`src/rtl/seq_par_runner.sv`:
```
// Multi-channel seq/par step engine: LOAD INIT_VAL, then loop_cnt iterations of +inc per channel.
// Optional SEQ_PAR_SAT_EN: saturating adds plus a per-channel sat_flag output.

module seq_par_lane #(
  parameter int WIDTH    = 8,
  parameter int INIT_VAL = 16
) (
  input  logic             clk,
  input  logic             rst,
  input  logic             i_load,
  input  logic             i_step,
  input  logic [WIDTH-1:0] i_inc,
`ifdef SEQ_PAR_SAT_EN
  output logic             o_sat,
`endif
  output logic [WIDTH-1:0] o_val
);
  logic [WIDTH-1:0] r_val;
  logic [WIDTH-1:0] w_sum;

`ifdef SEQ_PAR_SAT_EN
  logic [WIDTH:0] w_sum_ext;
  logic           r_sat;

  assign w_sum_ext = {1'b0, r_val} + {1'b0, i_inc};
  assign w_sum     = w_sum_ext[WIDTH] ? '1 : w_sum_ext[WIDTH-1:0];

  // Sticky until the next job's LOAD.
  always_ff @(posedge clk or negedge rst) begin
    if (!rst)                          r_sat <= 1'b0;
    else if (i_load)                   r_sat <= 1'b0;
    else if (i_step && w_sum_ext[WIDTH]) r_sat <= 1'b1;
  end

  assign o_sat = r_sat;
`else
  assign w_sum = r_val + i_inc;
`endif

  always_ff @(posedge clk or negedge rst) begin
    if (!rst)        r_val <= '0;
    else if (i_load) r_val <= WIDTH'(INIT_VAL);
    else if (i_step) r_val <= w_sum;
  end

  assign o_val = r_val;
endmodule

module seq_par_runner #(
  parameter int WIDTH    = 8,
  parameter int CH       = 4,
  parameter int INIT_VAL = 16,
  parameter int LOOPW    = 8
) (
  input  logic                  clk,
  input  logic                  rst,
  input  logic                  start,
  input  logic                  mode,
  input  logic [WIDTH-1:0]      inc,
  input  logic [CH-1:0]         ch_en,
  input  logic [LOOPW-1:0]      loop_cnt,
  output logic [CH*WIDTH-1:0]   ch_val,
  output logic                  busy,
  output logic                  done,
`ifdef SEQ_PAR_SAT_EN
  output logic [CH-1:0]         sat_flag,
`endif
  output logic [15:0]           run_cycles
);
  localparam int PTRW = (CH > 1) ? $clog2(CH) : 1;

  typedef enum logic [1:0] {S_IDLE, S_LOAD, S_RUN, S_DONE} state_t;

  state_t                      r_state, w_state_nxt;
  logic                        r_mode;
  logic [WIDTH-1:0]            r_inc;
  logic [CH-1:0]               r_ch_en;
  logic [LOOPW-1:0]            r_loop;
  logic [LOOPW-1:0]            r_iter;
  logic [PTRW-1:0]             r_ptr;
  logic [15:0]                 r_run_cycles;

  logic                        w_iter_end;
  logic                        w_last;
  logic                        w_load;
  logic [CH-1:0]               w_step;
  logic [CH-1:0][WIDTH-1:0]    w_vals;

  // An iteration ends every cycle in parallel mode, or when ptr wraps in sequential mode.
  assign w_iter_end = r_mode || (r_ptr == PTRW'(CH-1));
  assign w_last     = w_iter_end && (LOOPW'(r_iter + 1'b1) == r_loop);
  assign w_load     = (r_state == S_LOAD);

  always_ff @(posedge clk or negedge rst) begin
    if (!rst) r_state <= S_IDLE;
    else      r_state <= w_state_nxt;
  end

  always_comb begin
    w_state_nxt = r_state;
    case (r_state)
      S_IDLE:  if (start) w_state_nxt = S_LOAD;
      S_LOAD:  w_state_nxt = (r_loop == '0) ? S_DONE : S_RUN;
      S_RUN:   if (w_last) w_state_nxt = S_DONE;
      S_DONE:  w_state_nxt = S_IDLE;
      default: w_state_nxt = S_IDLE;
    endcase
  end

  always_ff @(posedge clk or negedge rst) begin
    if (!rst) begin
      r_mode       <= 1'b0;
      r_inc        <= '0;
      r_ch_en      <= '0;
      r_loop       <= '0;
      r_iter       <= '0;
      r_ptr        <= '0;
      r_run_cycles <= '0;
    end else begin
      case (r_state)
        S_IDLE: if (start) begin
          r_mode  <= mode;
          r_inc   <= inc;
          r_ch_en <= ch_en;
          r_loop  <= loop_cnt;
        end
        S_LOAD: begin
          r_iter       <= '0;
          r_ptr        <= '0;
          r_run_cycles <= '0;
        end
        S_RUN: begin
          if (r_run_cycles != 16'hFFFF) r_run_cycles <= r_run_cycles + 16'd1;
          if (!r_mode) r_ptr <= (r_ptr == PTRW'(CH-1)) ? '0 : r_ptr + 1'b1;
          if (w_iter_end) r_iter <= r_iter + 1'b1;
        end
        default: ;
      endcase
    end
  end

  for (genvar gi = 0; gi < CH; gi++) begin : g_lane
    assign w_step[gi] = (r_state == S_RUN) && r_ch_en[gi] &&
                        (r_mode || (r_ptr == PTRW'(gi)));

    seq_par_lane #(.WIDTH(WIDTH), .INIT_VAL(INIT_VAL)) u_lane (
      .clk    (clk),
      .rst    (rst),
      .i_load (w_load),
      .i_step (w_step[gi]),
      .i_inc  (r_inc),
`ifdef SEQ_PAR_SAT_EN
      .o_sat  (sat_flag[gi]),
`endif
      .o_val  (w_vals[gi])
    );
  end

  assign ch_val     = w_vals;
  assign busy       = (r_state != S_IDLE);
  assign done       = (r_state == S_DONE);
  assign run_cycles = r_run_cycles;
endmodule

```
`config.mk`:
```
export PLATFORM = sky130hd
export DESIGN_NAME = seq_par_runner
export DESIGN_NICKNAME = d
export VERILOG_FILES = /design/src/rtl/seq_par_runner.sv
export SDC_FILE = /design/constraint.sdc
export NUM_CORES = 1
export LEC_CHECK = 0
export BUFFER_PORTS_ARGS = -buffer_cell sky130_fd_sc_hd__buf_2
export CORE_MARGIN = 2
export CORE_UTILIZATION = 54
export CTS_BUF_LIST = sky130_fd_sc_hd__clkbuf_8
export DETAILED_ROUTE_END_ITERATION = 10
export MAX_ROUTING_LAYER = met4
export PLACE_DENSITY_LB_ADDON = 0.2
export SLEW_MARGIN = 20
export SYNTH_ARGS = -nofsm -noshare
export SYNTH_HDL_FRONTEND = slang
export SYNTH_HIERARCHICAL = 1
export SYNTH_SLANG_ARGS = --single-unit
export TNS_END_PERCENT = 20
```
`constraint.sdc`:
```
create_clock -name clk -period 2.45 [get_ports clk]
set_clock_uncertainty 0.05 [all_clocks]
set_input_delay 0.245 -clock clk [delete_from_list [all_inputs] [get_ports clk]]
set_output_delay 0.245 -clock clk [all_outputs]
set_load 0.05 [all_outputs]
```
==> flow_summary.ini, run 1 <==
[routing]
drtPass1Iterations = 4
wl_per_cell_um = 15.8
antenna_left = 0
num_vias = 4386
routed_wl_mm = 11.9
avgViaCountPerCell = 5.84
initialDrtViolationCount = 212
route.detailed.drc = 0

[global_route]
track_usage_pct = 24.4
gr-total-overflow = 0
use_met2_pct = 38.6
antenna_found_initial = 0
grt_pass1_vias = 4215
use_met3_pct = 3.76
met1_usage_pct = 31.5
grt_pass1_wl_mm = 19.8
grt-busiest-layer = met2
grt_max_degree = 47

[floorplan]
dieArea_um2 = 10700
die_w_um = 103
io_pins = 74
core_um2 = 9680
die_h_um = 103
start_util_pct = 55.0
row_count = 36

[sta]
period_minus_slack_ns = 2.31
hold_viol = 0
period_share_pct = 94.2
worst_slack_ns = 0.143
setup_viol = 0
rsz0062_at_grt = no
fmax_mhz = 433
finalMaxSlewViolations = 0
worst_slew_pin_slew_ns = 0.694
tns_ns = 0
slew_headroom_pct = 53.4

[cells_and_area]
nets = 679
finalNonFillerCells = 751
mostFrequentLayoutCell = dfrtp_1
syn2layout_area_growth_pct = 14.3
mostFrequentLayoutCells = dfrtp_1, buf_2, nor2_1
drive_above_1_share_pct = 24.3
final_area_um2 = 6090

[setup_path]
arrival_ns = 2.50
path_class = register to register
critical_path.max_fanout = 8
crit_slowest_cell = dfrtp_1
max_stage_delay_ns = 0.47
r2r_cells = 7
r2r-end = r_state[1]
crit_chain = ha_1 -> nand3_4 -> o21ai_1 -> or4b_1 -> a22oi_2 -> a21oi_2 -> mux2_4
r2r-start = r_iter[0]
start_kind = register
reg2reg_setup_slack_ns = 0.14
critPathRequiredTime_ns = 2.64
worst_setup_path_end_kind = register

[pwr]
leakagePower_nw = 2.88
pwr_density_cell_nw_per_um2 = 1290
power_mw = 7.83
ir_worst_vdd_uv = 851

[min_path]
worstHoldPathType = input pin to register
min_from = loop_cnt[5]
hold_path_depth = 2
min_delay_worst_endpoint = r_loop[5]

[cts]
cts_hold_buf = 1
cts_tree = done
cts_setup_buffers = 0
cts_buffer_depth = 2
postCtsResizedCells = 0
clk_latency_ns = 0.36
cts_sinks = 81
root_buffer = clkbuf_8
h-tree-depth = 3
cts.clk_slew.worst_paths_ns = 0.09
cts_buffers = 9

[logic_synthesis]
synthCells = 531
synth_top_family_by_area = simple AND/OR/NAND/NOR gates
syn_avg_cell_area_um2 = 10.0
synth_area_um2 = 5320
async_reset_ff_share_pct = 100
synth_mux_area_share_pct = 8.77
synth-simple-area-share_pct = 17.9
ys_ff_latch = 81
yosysSeqAreaShare_pct = 38.1
synth_cell_types = 67
synth_ff_type = dfrtp_1
synth-xor-area-share_pct = 4.77
syn-num-nets = 598
synthAdderAreaFrac_pct = 10.7
synth-compound-area-share_pct = 17.3
yosys_warnings = 6
synth_edf_count = 0

[placed_design]
post-place-cells = 733
port_buffers = 73
place_area_um2 = 5870
place.gp.congestion = 0.945
dp_hpwl_mm = 8.73
dp_slack_ns = 0.174

[run_status]
outcome = finished clean

[flow_run]
drv_cap = 0
## kinds of logic (layout without fill, tap and decap cells)
kind of cell,Yosys count,count (layout)
xor+xnor,29,29
fa+ha+maj,43,43
other cells,0,1
flops,81,81
compound gates,126,126
simple gates,182,182
buf+inv,27,113
mux,43,43
## through the flow
stage | utilization (%) | hold WS (ns)
after floorplan | - | -0.101
after CTS | 62.8 | 0.0477
final | 62.8 | 0.0619
after detailed placement | 60.6 | 0.228
after global placement | 60.6 | 0.222
after global routing | 62.8 | 0.0396
## registers in the layout, indices dropped and copies added, names as in the netlist
signal,count
r_ptr,2
g_lane.u_lane/o_val,32
r_mode,1
r_state,2
r_iter,8
r_inc,8
r_loop,8
run_cycles,16
r_ch_en,4
## Yosys cell counts (9+ instances only)
cell / number / area, um2
mux2i_1: 20 / 200
xnor2_1: 17 / 149
nor2_1: 67 / 251
inv_1: 9 / 33.8
nand2_1: 38 / 143
xor2_1: 12 / 105
ha_1: 39 / 488
a21oi_1: 29 / 145
mux2_2: 21 / 236
a21o_1: 13 / 97.6
nand3_1: 18 / 90.1
o21ai_1: 14 / 70.1
dfrtp_1: 81 / 2030
## where the power goes
part | switching [mW] | internal (mW)
Sequential | 0.593 | 1.77
Combinational | 2.78 | 1.68
Clock | 0.506 | 0.500
Total | 3.87 | 3.95
## final cells by class
| type | instances | area (um2) |
|---|---|---|
| antenna | 1 | 2.50 |
| clock buffer | 10 | 138 |
| clock inverter | 6 | 67.6 |
| fill | 825 | 3600 |
| inverter | 10 | 37.5 |
| multi-input combinational | 423 | 3160 |
| sequential | 81 | 2030 |
| tap | 133 | 166 |
| timing repair buffer | 87 | 488 |
## worst max-delay path: cells and delay by family (launching register included)
family	cells	cell delay, ns
AND/OR/NAND/NOR	2	0.59
adder cells (fa/ha/maj)	1	0.35
multiplexers	1	0.30
AO/OA/AOI/OAI	3	0.44
flip-flops	1	0.47
## worst max-delay path by stage
| stage | start | to | slack [ns] | cells after the start |
|---|---|---|---|---|
| finish | r_iter[0] | r_state[1] | 0.14 | 7 |
| global route | r_iter[0] | r_state[1] | 0.001 | 7 |
| CTS | r_iter[0] | r_state[1] | 0.15 | 7 |
| detailed placement | r_iter[0] | r_state[1] | 0.17 | 7 |
| global placement | r_iter[0] | r_state[1] | 0.25 | 7 |
| floorplan | r_state[0] | g_lane[3].u_lane/o_val[7] | 0.11 | 11 |
## per-layer routing
layer,vias to the layer above,wire length [um],share of wire (%)
met5,-,0,0
met4,0,230,1.9
met3,18,467,3.9
met2,106,5770,49
met1,2137,5420,46
li1,2125,-,-
(Power assumes the default switching activity.)
==> run 2: changes to the inputs <==
- SYNTH_HIERARCHICAL: 1 -> not set
==> run 2 against run 1 <==
Sequential cell count unchanged. Hold slack improved by 0.0062 ns. Clock power increased by 7%. Largest cell class unchanged. Synthesized cell count decreased by 4.3%. Critical path depth unchanged. Via count decreased by 5.7%. Non-clock buffer count increased by 4. Power decreased by 0.31%.
==> flow_summary.ini, run 2 <==
[sta]
worst_slew_pin_slew_ns = 0.680
finalMaxSlewViolations = 0
hold_viol = 0
slew_headroom_pct = 54.5
fmax_mhz = 434
setup_viol = 0
worst_slack_ns = 0.148
rsz0062_at_grt = no
period_share_pct = 94.0
tns_ns = 0
period_minus_slack_ns = 2.30
hold_ws_ns = 0.0681

[logic_synthesis]
netlist_top_cells_count = dfrtp_1, nor2_1, nand2_1
netlist_top_cells_area = dfrtp_1, ha_1, mux2_2
yosysMostFrequentCell = dfrtp_1
netlist.area_leader.share_pct = 41.0
synth_top_cell_by_area = dfrtp_1
synth_edf_count = 0
ys_ff_latch = 81
yosys_warnings = 0
synthCells = 508
synth_ff_type = dfrtp_1
async_reset_ff_share_pct = 100
synth_area_um2 = 4950
syn_avg_cell_area_um2 = 9.74
syn-num-nets = 575
yosysSeqAreaShare_pct = 41.0
synth_cell_types = 57

[cts]
root_buffer = clkbuf_8
cts_tree = done
cts_buffer_depth = 2
clk_latency_ns = 0.36
h-tree-depth = 3
cts_sinks = 81
cts.clk_slew.worst_paths_ns = 0.08
cts_buffers = 9
cts_setup_buffers = 0

[cells_and_area]
n_antenna_cell = 0
drive_above_1_share_pct = 23.2
fillers = 732
multiInputGateArea_um2 = 2770
mostFrequentLayoutCells = dfrtp_1, buf_2, nor2_1
final_area_um2 = 5750
syn2layout_area_growth_pct = 16.1
mostFrequentLayoutCell = dfrtp_1
seqCellArea_um2 = 2030
nets = 660
largest_register_ffs = 32

[flow_run]
drv_cap = 0

[placed_design]
place_area_um2 = 5520
port_buffers = 73
dp_slack_ns = 0.145
dp_hpwl_mm = 8.45
place.gp.congestion = 0.908

[min_path]
min_from = loop_cnt[1]
worstHoldPathType = input pin to register

[pwr]
pwr-share-clk_pct = 13.9
ir_worst_vdd_uv = 579
switching_share_pct = 47.9
leakagePower_nw = 2.91
power_frac_seq_pct = 29.2
pwr_density_cell_nw_per_um2 = 1360
power_frac_comb_pct = 57.0
p_sw_mw = 3.74
p_int_mw = 4.06

[global_route]
gr-total-overflow = 0
grt_pass1_vias = 3987
grt_pass1_wl_mm = 19.2
antenna_found_initial = 0
grt_max_degree = 52
track_usage_pct = 25.1

[setup_path]
critPathRequiredTime_ns = 2.64
reg2reg_setup_slack_ns = 0.15
crit_start = r_iter[1]
arrival_ns = 2.49
critical_path.max_fanout = 8
path_class = register to register
start_kind = register
worst_setup_path_end_kind = register
r2r-start = r_iter[1]

[routing]
routed_wl_mm = 11.3
avgViaCountPerCell = 5.86
drtPass1Iterations = 4
antenna_left = 0
route.detailed.drc = 0
initialDrtViolationCount = 178
num_vias = 4134
wl_per_cell_um = 16.1

[floorplan]
die_w_um = 99.7
io_pins = 74
start_util_pct = 56.2
dieArea_um2 = 9950
row_count = 34
core_um2 = 8810
die_h_um = 99.7

[run_status]
outcome = finished clean
==> run 2: cell count changes after synthesis, sizes merged, moves of 6 or more <==
| cell | change |
|---|---|
| a211oi | -9 |
| inv | +10 |
| mux2i | -8 |
| clkbuf | +7 |
| buf | -7 |
| nand2 | +6 |
| a21oi | -6 |
| and3 | +6 |
| nor2 | -8 |
==> run 2: worst paths after layout <==
check	to	depth (start not counted)
max	r_state[1]	7
min	r_loop[1]	2
max reg2reg	r_state[1]	7
min reg2reg	r_iter[7]	1
max in group asynchronous	r_inc[1]	3
min in group asynchronous	g_lane[1].u_lane.o_val[1]	2
==> run 2: power by group through the flow <==
stage          logic (mW)  registers [mW]  clock network [mW]
5_1_grt              4.93            2.34                1.17
6_report             4.44            2.27                1.08
4_1_cts              4.45            2.27                1.11
2_1_floorplan        2.72            2.85                   0
3_5_place_dp         4.42            2.30                   0
3_3_place_gp         4.29            2.28                   0
==> run 2: timing repair <==
action	CTS	global route
endpoints found under the hold margin	30	0
gates resized for setup	0	2
hold buffers	1	0
setup endpoints to repair	0	2
==> run 2: per-layer routing <==
| layer | GRT usage [%] | share of wire [%] | vias up |
|---|---|---|---|
| li1 | - | - | 1995 |
| met2 | 41.4 | 51 | 98 |
| met1 | 33.0 | 44 | 2029 |
| met5 | - | 0 | - |
| met3 | 3.16 | 4.1 | 12 |
| met4 | 6.64 | 1.1 | 0 |
==> run 2: critical path, cell delays in order (launching register included) <==
cell	delay (ns)
dfrtp_1	0.46
ha_1	0.31
o21ba_2	0.22
a221oi_1	0.28
a21o_1	0.12
o2111ai_1	0.10
o32a_1	0.34
mux2_1	0.32
==> run 2: cell type report <==
class / count / share of cell area (%)
multi-input combinational: 390 / 48.2
sequential: 81 / 35.3
timing repair buffer: 91 / 9.01
tap: 108 / 2.35
clock buffer: 9 / 2.15
clock inverter: 7 / 1.65
inverter: 20 / 1.31
==> run 2: logic make-up (layout without fill, tap and decap cells) <==
group,Yosys count,after routing,share of synthesized area (%)
buffers and inverters,37,127,3.06
XOR/XNOR,31,31,5.49
AO/OA/AOI/OAI,104,104,14.1
flip-flops,81,81,41.0
AND/OR/NAND/NOR,178,178,17.5
multiplexers,34,34,7.43
adder cells (fa/ha/maj),43,43,11.5
==> run 2: metrics by stage <==
stage	instances	total power, mW	util (%)
after detailed placement	689	6.72	62.6
after global routing	706	8.45	65.3
after CTS	706	7.83	65.2
after global placement	689	6.57	62.6
final	706	7.80	65.3
after floorplan	508	5.57	-
